### src/rtl/mem_arbiter.sv
// rtl/mem_arbiter.sv - single-port 16-bit memory arbiter for fetch and data stages
//
// Purpose: serves 32-bit instruction fetches as two 16-bit bus transfers and
// 16-bit data accesses as one transfer. Data has priority over fetch. Every
// transfer is bounded by a TIMEOUT-cycle ack timeout.
//
// Ports:
//   clk_i, rst_ni                 clock, asynchronous active-low reset
//   ram_read_i, ram_addr_i        fetch request (level) and instruction address
//   ram_cack_o, ram_data_ready_o  fetch accept / data valid pulses
//   ram_data_o, ram_busy_o        fetched instruction, arbiter busy (combinational)
//   d_req_i, d_we_i, d_addr_i,
//   d_wdata_i                     data access request and command fields
//   d_cack_o, d_ready_o, d_rdata_o data accept / complete pulses, read data
//   mem_req_o, mem_we_o, mem_ispace_o, mem_addr_o, mem_wdata_o  bus command
//   mem_rdata_i, mem_ack_i        bus response
//   bus_err_o                     timeout pulse
module mem_arbiter #(
  parameter int TIMEOUT = 255
) (
  input  logic        clk_i,
  input  logic        rst_ni,
  input  logic        ram_read_i,
  input  logic [15:0] ram_addr_i,
  output logic        ram_cack_o,
  output logic        ram_data_ready_o,
  output logic [31:0] ram_data_o,
  output logic        ram_busy_o,
  input  logic        d_req_i,
  input  logic        d_we_i,
  input  logic [15:0] d_addr_i,
  input  logic [15:0] d_wdata_i,
  output logic        d_cack_o,
  output logic        d_ready_o,
  output logic [15:0] d_rdata_o,
  output logic        mem_req_o,
  output logic        mem_we_o,
  output logic        mem_ispace_o,
  output logic [16:0] mem_addr_o,
  output logic [15:0] mem_wdata_o,
  input  logic [15:0] mem_rdata_i,
  input  logic        mem_ack_i,
  output logic        bus_err_o
);

  typedef enum logic [1:0] {IDLE, I_LO, I_HI, D_ACC} state_e;

  // The counter holds the number of unacked cycles already spent in the
  // current transfer, so the TIMEOUT-th unacked cycle sees TIMEOUT-1.
  localparam logic [7:0] TMO_LAST = 8'(TIMEOUT - 1);

  state_e      state_q;
  logic [7:0]  tmo_cnt_q;
  logic        ram_cack_q, ram_data_ready_q, d_cack_q, d_ready_q, bus_err_q;
  logic [31:0] ram_data_q;
  logic [15:0] d_rdata_q;
  logic        mem_req_q, mem_we_q, mem_ispace_q;
  logic [16:0] mem_addr_q;
  logic [15:0] mem_wdata_q;
  logic        tmo_hit;

  assign tmo_hit = (tmo_cnt_q == TMO_LAST);

  always_ff @(posedge clk_i or negedge rst_ni) begin
    if (!rst_ni) begin
      state_q          <= IDLE;
      tmo_cnt_q        <= '0;
      ram_cack_q       <= 1'b0;
      ram_data_ready_q <= 1'b0;
      d_cack_q         <= 1'b0;
      d_ready_q        <= 1'b0;
      bus_err_q        <= 1'b0;
      ram_data_q       <= '0;
      d_rdata_q        <= '0;
      mem_req_q        <= 1'b0;
      mem_we_q         <= 1'b0;
      mem_ispace_q     <= 1'b0;
      mem_addr_q       <= '0;
      mem_wdata_q      <= '0;
    end else begin
      ram_cack_q       <= 1'b0;
      ram_data_ready_q <= 1'b0;
      d_cack_q         <= 1'b0;
      d_ready_q        <= 1'b0;
      bus_err_q        <= 1'b0;
      case (state_q)
        IDLE: begin
          tmo_cnt_q <= '0;
          if (d_req_i) begin
            d_cack_q     <= 1'b1;
            mem_req_q    <= 1'b1;
            mem_ispace_q <= 1'b0;
            mem_we_q     <= d_we_i;
            mem_addr_q   <= {1'b0, d_addr_i};
            mem_wdata_q  <= d_wdata_i;
            state_q      <= D_ACC;
          end else if (ram_read_i) begin
            // mem_addr_q[16:1] doubles as the latched fetch address A.
            ram_cack_q   <= 1'b1;
            mem_req_q    <= 1'b1;
            mem_ispace_q <= 1'b1;
            mem_we_q     <= 1'b0;
            mem_addr_q   <= {ram_addr_i, 1'b0};
            mem_wdata_q  <= '0;
            state_q      <= I_LO;
          end
        end
        I_LO: begin
          if (mem_ack_i) begin
            ram_data_q[15:0] <= mem_rdata_i;
            mem_addr_q[0]    <= 1'b1;
            tmo_cnt_q        <= '0;
            state_q          <= I_HI;
          end else if (tmo_hit) begin
            ram_data_q       <= '0;
            ram_data_ready_q <= 1'b1;
            bus_err_q        <= 1'b1;
            mem_req_q        <= 1'b0;
            state_q          <= IDLE;
          end else begin
            tmo_cnt_q <= tmo_cnt_q + 8'd1;
          end
        end
        I_HI: begin
          if (mem_ack_i) begin
            ram_data_q[31:16] <= mem_rdata_i;
            ram_data_ready_q  <= 1'b1;
            mem_req_q         <= 1'b0;
            tmo_cnt_q         <= '0;
            state_q           <= IDLE;
          end else if (tmo_hit) begin
            ram_data_q       <= '0;
            ram_data_ready_q <= 1'b1;
            bus_err_q        <= 1'b1;
            mem_req_q        <= 1'b0;
            state_q          <= IDLE;
          end else begin
            tmo_cnt_q <= tmo_cnt_q + 8'd1;
          end
        end
        D_ACC: begin
          if (mem_ack_i) begin
            if (!mem_we_q) d_rdata_q <= mem_rdata_i;
            d_ready_q <= 1'b1;
            mem_req_q <= 1'b0;
            tmo_cnt_q <= '0;
            state_q   <= IDLE;
          end else if (tmo_hit) begin
            if (!mem_we_q) d_rdata_q <= '0;
            d_ready_q <= 1'b1;
            bus_err_q <= 1'b1;
            mem_req_q <= 1'b0;
            state_q   <= IDLE;
          end else begin
            tmo_cnt_q <= tmo_cnt_q + 8'd1;
          end
        end
        default: state_q <= IDLE;
      endcase
    end
  end

  assign ram_busy_o       = (state_q != IDLE) | d_req_i;
  assign ram_cack_o       = ram_cack_q;
  assign ram_data_ready_o = ram_data_ready_q;
  assign ram_data_o       = ram_data_q;
  assign d_cack_o         = d_cack_q;
  assign d_ready_o        = d_ready_q;
  assign d_rdata_o        = d_rdata_q;
  assign mem_req_o        = mem_req_q;
  assign mem_we_o         = mem_we_q;
  assign mem_ispace_o     = mem_ispace_q;
  assign mem_addr_o       = mem_addr_q;
  assign mem_wdata_o      = mem_wdata_q;
  assign bus_err_o        = bus_err_q;

endmodule

### config.mk
export PLATFORM = sky130hd
export DESIGN_NAME = mem_arbiter
export DESIGN_NICKNAME = d
export VERILOG_FILES = /design/src/rtl/mem_arbiter.sv
export SDC_FILE = /design/constraint.sdc
export NUM_CORES = 1
export LEC_CHECK = 0
export BUFFER_PORTS_ARGS = -buffer_cell sky130_fd_sc_hd__buf_4
export CAP_MARGIN = 30
export CELL_PAD_IN_SITES_DETAIL_PLACEMENT = 0
export CELL_PAD_IN_SITES_GLOBAL_PLACEMENT = 2
export CORE_MARGIN = 5
export CORE_UTILIZATION = 29
export CTS_BUF_LIST = sky130_fd_sc_hd__clkbuf_2
export CTS_CLUSTER_DIAMETER = 80
export CTS_CLUSTER_SIZE = 24
export DETAILED_ROUTE_END_ITERATION = 6
export PLACE_DENSITY = 0.8
export REMOVE_ABC_BUFFERS = 1
export SYNTH_ARGS = -nofsm -noshare
export SYNTH_HDL_FRONTEND = slang
export SYNTH_SLANG_ARGS = --single-unit
### constraint.sdc
create_clock -name clk_i -period 1.86 [get_ports clk_i]
set_clock_uncertainty 0.2 [all_clocks]
set_input_delay 0.465 -clock clk_i [delete_from_list [all_inputs] [get_ports clk_i]]
set_output_delay 0.465 -clock clk_i [all_outputs]
set_load 0.02 [all_outputs]
# Word-level counts from Yosys, hierarchy flattened
# Index checks and enable logic that the tools add are counted.
# classes
reduce_logical,14
bitwise,2
muxes,45
add_sub_neg,1
n_eq_ne,9
# op_table
operator,n
two-way mux 16 bit,10
one-hot mux 32 bit (2 select lines),1
two-way mux 17 bit,2
two-way mux 32 bit,1
two-way mux 1 bit,19
two-way mux 8 bit,2
one-hot mux 8 bit (2 select lines),1
two-way mux 2 bit,5
nonzero test 2 bit,5
"adder 8 x 1 -> 8 bit, second input constant",1
"equality test 8 bit, second input constant",1
AND reduction 2 bit,4
"inequality test 2 bit, second input constant",3
"inequality test 3 bit, second input constant",2
one-hot mux 2 bit (3 select lines),1
AND reduction 3 bit,2
"equality test 2 bit, second input constant",2
one-hot mux 1 bit (2 select lines),2
one-hot mux 1 bit (3 select lines),1
OR reduction 3 bit,1
"equality test 2 x 1 -> 1 bit, second input constant",1
zero test 2 bit,1
OR reduction 2 bit,1
NOT 1 bit,1
bitwise OR 1 bit,1
# word_totals
input_bits,70
reg_bits,99

# Depth between registers and ports, before layout
# logic_depth
ltp_word,4
ltp_mapped,8
depth_no_buf,5

# Worst setup path before layout
# No wires, ideal clock.
# synth_path
kind,reg2reg
startpoint,register state_q[0]
endpoint,"register ram_data_q[22], in the netlist ram_data_o[22]"
setup_slack_ps,-70
setup_ps,126
path_stages_with_launch,9
required_ps,1534
arrival_ps,1604
path_cell_list,dfrtp_1 -> inv_1 -> ha_1 -> buf_6 -> nor2b_1 -> buf_2 -> buf_2 -> a22o_1 -> a221o_1
# synth_via
elab_chain_cells,3
# synth_lines
element,line,rtl
from (decl),52,state_e state_q;
from (signal assigned),66,state_q <= IDLE;
from (signal assigned),96,state_q <= D_ACC;
from (signal assigned),105,state_q <= I_LO;
equality test 2 x 1 -> 1 bit or equality test 2 bit (tied branches),86,case (state_q)
inequality test 2 bit (no source line) or nonzero test 2 bit (tied branches),n/a,
AND reduction 2 bit (no source line),n/a,
to (signal assigned),126,ram_data_q[31:16] <= mem_rdata_i;
to (decl),55,logic [31:0] ram_data_q;
# Parallel ways exist; a longest one is shown, timed or not.
# A chain may end at the register's enable or synchronous reset.

# Worst setup path in the final report
# layout_path
startpoint,register state_q[1]
endpoint,output ram_busy_o
# layout_via
elab_chain_cells,2
# layout_lines
element,line,rtl
nonzero test 2 bit,163,assign ram_busy_o = (state_q != IDLE) | d_req_i;
bitwise OR 1 bit,163,
to (decl),28,"output logic ram_busy_o,"
# No other way between the ends.

==> impl_results.md <==
* Min-Delay Path Depth at 4
* Hold_sp: d_addr_i[0]
* Leak pwr at 4.07 nW
* R2R cell count at 10
* Post-Synth Adder-Cell Area at around 1.6%
* Mux cell area share after synthesis at between 3 and 4%
* Crit. End Element: output port
* Crit path cell chain: inv_2 > buf_6 > ha_4 > nand2b_4 > buf_6
* Synth area leaders: dfrtp_1 52%, a22o_1 8.8%, a221o_1 6.7%, and2_1 4.5%, nand2_1 4.2%
* DR iter-0 viols at 254
* Largest family of logic cells by synthesized area: compound AO/OA/AOI/OAI gates
* TritonCTS clock tree: built
* CP most frequent cell: buf_6
* Worst skew pair latency at approximately 0.60 ns
* Pre-antenna DRT Iters at 4
* CTS max path bufs at 2
* Pwr dens at 1620 nW/µm²
* Gr usage total at around 17%
* Status: complete, but fails checks
* Compound-Gate Fraction of Synth Area at between 20 and 30%
* Final Util at 55.2%
* Post-synth ARST share at 100%
* Clk sinks at slightly below 100
* Synthesized flop and latch total at 99
* Layout cells sized above 1 at 46.8%
* Slew @ Worst Pin at approximately 0.5 ns
* Gr ovfl total at 0
* Critical Path Source Type: flop
* Nets@finish at between 800 and 900
* Setup WS post-layout at -0.381 ns
* GPL Wtd Cong at approximately 0.74
* Most common cell in the netlist: dfrtp_1
* Tcrit/Tclk final at 120%
* Min cycle time layout at 2.24 ns
* DRC errors left at 0
* Cell taking the most area after synthesis: dfrtp_1
* Maximum clock frequency at around 450 MHz
* R2R Setup Slk at -0.25 ns
* Horiz. Die Dim at around 140 µm
* Clock buffer count from CTS at 9
* Htree depth at 3
* Die area at between 15000 and 20000 µm²
* Area of the multi-input gates at ~2400 µm²
* Largest net degree at the start of global routing at 36
* Dpl hpwl at a little over 10000 µm
* Worst r2r src: state_q[1]$_DFFE_PN0P_
* Initial antenna violation count at 0
* Post-synth top area share at between 50% and 60%
* Max Slew Vio Count at 0
* Top_reg_cell synth: dfrtp_1
* CP arrival at approximately 1.6 ns
* Vias in the first global route at 5065
* Max-Cap Viols at 0
* Crit Path Max Fanout at 2
* FILL cells at approximately 1400
* Worst Path Required at 1.19 ns
* Critical setup path kind: flop to output port
* Clk pin slew, worst setup/hold paths at 0.29 ns
* Crit-path leading delay family: flip-flops
* Peak supply drop at about 0.76 mV
* First-pass GRT wire length at roughly 27000 µm
* DR vias/cell at between 4 and 5
* Synth top cells by count: 99 x dfrtp_1, 53 x nand2_1, 48 x a22o_1
* Via count at about 4900
* Routed WL per cell at between 15 and 20 µm
* DIE HEIGHT at 138 µm
* Worst Path Buf+Inv at 3
* Largest stage delay, worst path at about 0.46 ns
* Port bufs at 159
* Cells after Synth at 441
* Placed Instances at slightly above 800
* Yosys warns at 0
* Synthesized area at ~4800 µm²
* Seq. cell area at 2480 µm²
* RSZ-0062 raised after global routing: yes
* Worst rel slew slack at about two thirds
* Antenna-violating nets left at 0
* Ports at 160
* DRT Wirelength at about 17000 µm
* Root Driver: clkbuf_2
* Register area share after synthesis at between 50 and 60%
* Final Hold Vio Count at 0
* Post-Synth XOR/XNOR Area at 0%
* Hold slack final at just over 0.09 ns
* Hold path endpoint: mem_addr_o[0]$_DFFE_PN0P_
* Area Overhead vs Synth at 85.1%
* Non-filler instance count after layout at a little under 1000
* Post-synth EDFFs at 0
* Std cell rows at between 40 and 50
* Final-report setup violation count at roughly 110
* Diode count at 0
* Unique masters post-synth at 39
* Worst r2r dst: ram_data_o[26]$_DFFE_PN0P_
* Worst hold path type: input pin to flop
* Post-Syn Area per Cell at roughly 11 µm²
* Synth Area in Simple Gates at about 12%
* Violated checks: negative setup slack
* Critical path's slowest cell: dfrtp_1
* Placeable core area at approximately 16000 µm²
* Initial Util at between 20% and 30%
layout by cell type, fill, tap and decap left out, types with 3 or more instances in the layout:
master	instances
dlygate4sd3_1	69
buf_4	157
and2_4	4
buf_12	11
a21oi_1	3
inv_1	4
nand2_2	6
nand2_4	8
a22o_1	48
dfrtp_1	99
nor2_4	4
nand3_1	3
buf_16	4
o21a_1	3
buf_6	109
nand2_1	39
o21ai_2	14
or3_1	3
o21ai_1	8
and2_1	30
a21oi_2	3
and3_1	4
a21o_1	16
clkbuf_2	11
clkbuf_16	4
ha_4	3
o21ai_0	14
a221o_1	32
mux2i_1	18
timing repair:
item	4_1_cts	5_1_grt
buffers inserted	62	21
pin swaps	10	42
setup endpoints to repair	146	171
hold endpoints to repair	173	1
cloned	4	7
resized for setup	126	91
hold buffers	68	1
final cells by class:
type,instances,area share [%]
Inverter,5,0.213
Clock buffer,11,0.624
Multi-Input combinational cell,299,27.1
Sequential cell,99,28.1
Tap cell,216,3.06
Clock inverter,5,0.709
Timing Repair Buffer,356,40.2
where the power goes:
group / switching [W] / internal, W
clock network: 0.000774 / 0.000331
registers: 0.000752 / 0.00303
logic: 0.00416 / 0.00529
total: 0.00568 / 0.00866
registers in the layout, indices dropped and copies added (netlist names), 2 cells and up:
register / count
state_q: 2
mem_addr_o: 17
tmo_cnt_q: 8
mem_wdata_o: 16
ram_data_o: 32
d_rdata_o: 16
layer usage:
metal	share of wire, %	up-vias	global-route usage (%)	wire length [µm]
met5	0	-	0	0
met4	2.5	0	5.46	431
met1	42	2432	20.7	7240
li1	-	2299	-	-
met2	50	148	28.6	8620
met3	6.4	33	5.21	1110
metrics by stage:
step	setup TNS, ns	setup slack [ns]	area, µm²	total power (W)
after floorplan	-49.96	-0.891	4560	0.00707
after global routing	-22.36	-0.513	8820	0.0152
after CTS	-15.26	-0.445	8270	0.0132
after detailed placement	-2.32	-0.150	6440	0.00996
after global placement	-7.72	-0.252	6420	0.00975
final	-9.19	-0.381	8820	0.0143
worst reg2reg max path: stages, from the launching register on:
cell and delay [ns]:
dfrtp_1 0.48, inv_2 0.07, buf_4 0.10, buf_6 0.08
buf_6 0.08, ha_4 0.15, buf_6 0.13, nor2b_4 0.06
buf_12 0.14, a22o_1 0.19, a221o_1 0.31
cell families (layout without fill, tap and decap cells):
kind of cell | count (synthesis) | in the layout
AO/OA/AOI/OAI | 155 | 156
adder cells (fa/ha/maj) | 6 | 6
buffers and inverters | 44 | 377
AND/OR/NAND/NOR | 119 | 119
flip-flops | 99 | 99
multiplexers | 18 | 18
how the worst max path moves through the flow:
stage,startpoint,to,cells past startpoint
CTS,state_q[1]$_DFFE_PN0P_,ram_busy_o,5
floorplan,d_req_i,mem_addr_o[0]$_DFFE_PN0P_,3
finish,state_q[1]$_DFFE_PN0P_,ram_busy_o,5
global route,state_q[0]$_DFFE_PN0P_,ram_busy_o,5
detailed placement,state_q[1]$_DFFE_PN0P_,ram_data_o[27]$_DFFE_PN0P_,7
global placement,state_q[0]$_DFFE_PN0P_,ram_data_o[17]$_DFFE_PN0P_,5
(Power assumes the default switching activity.)
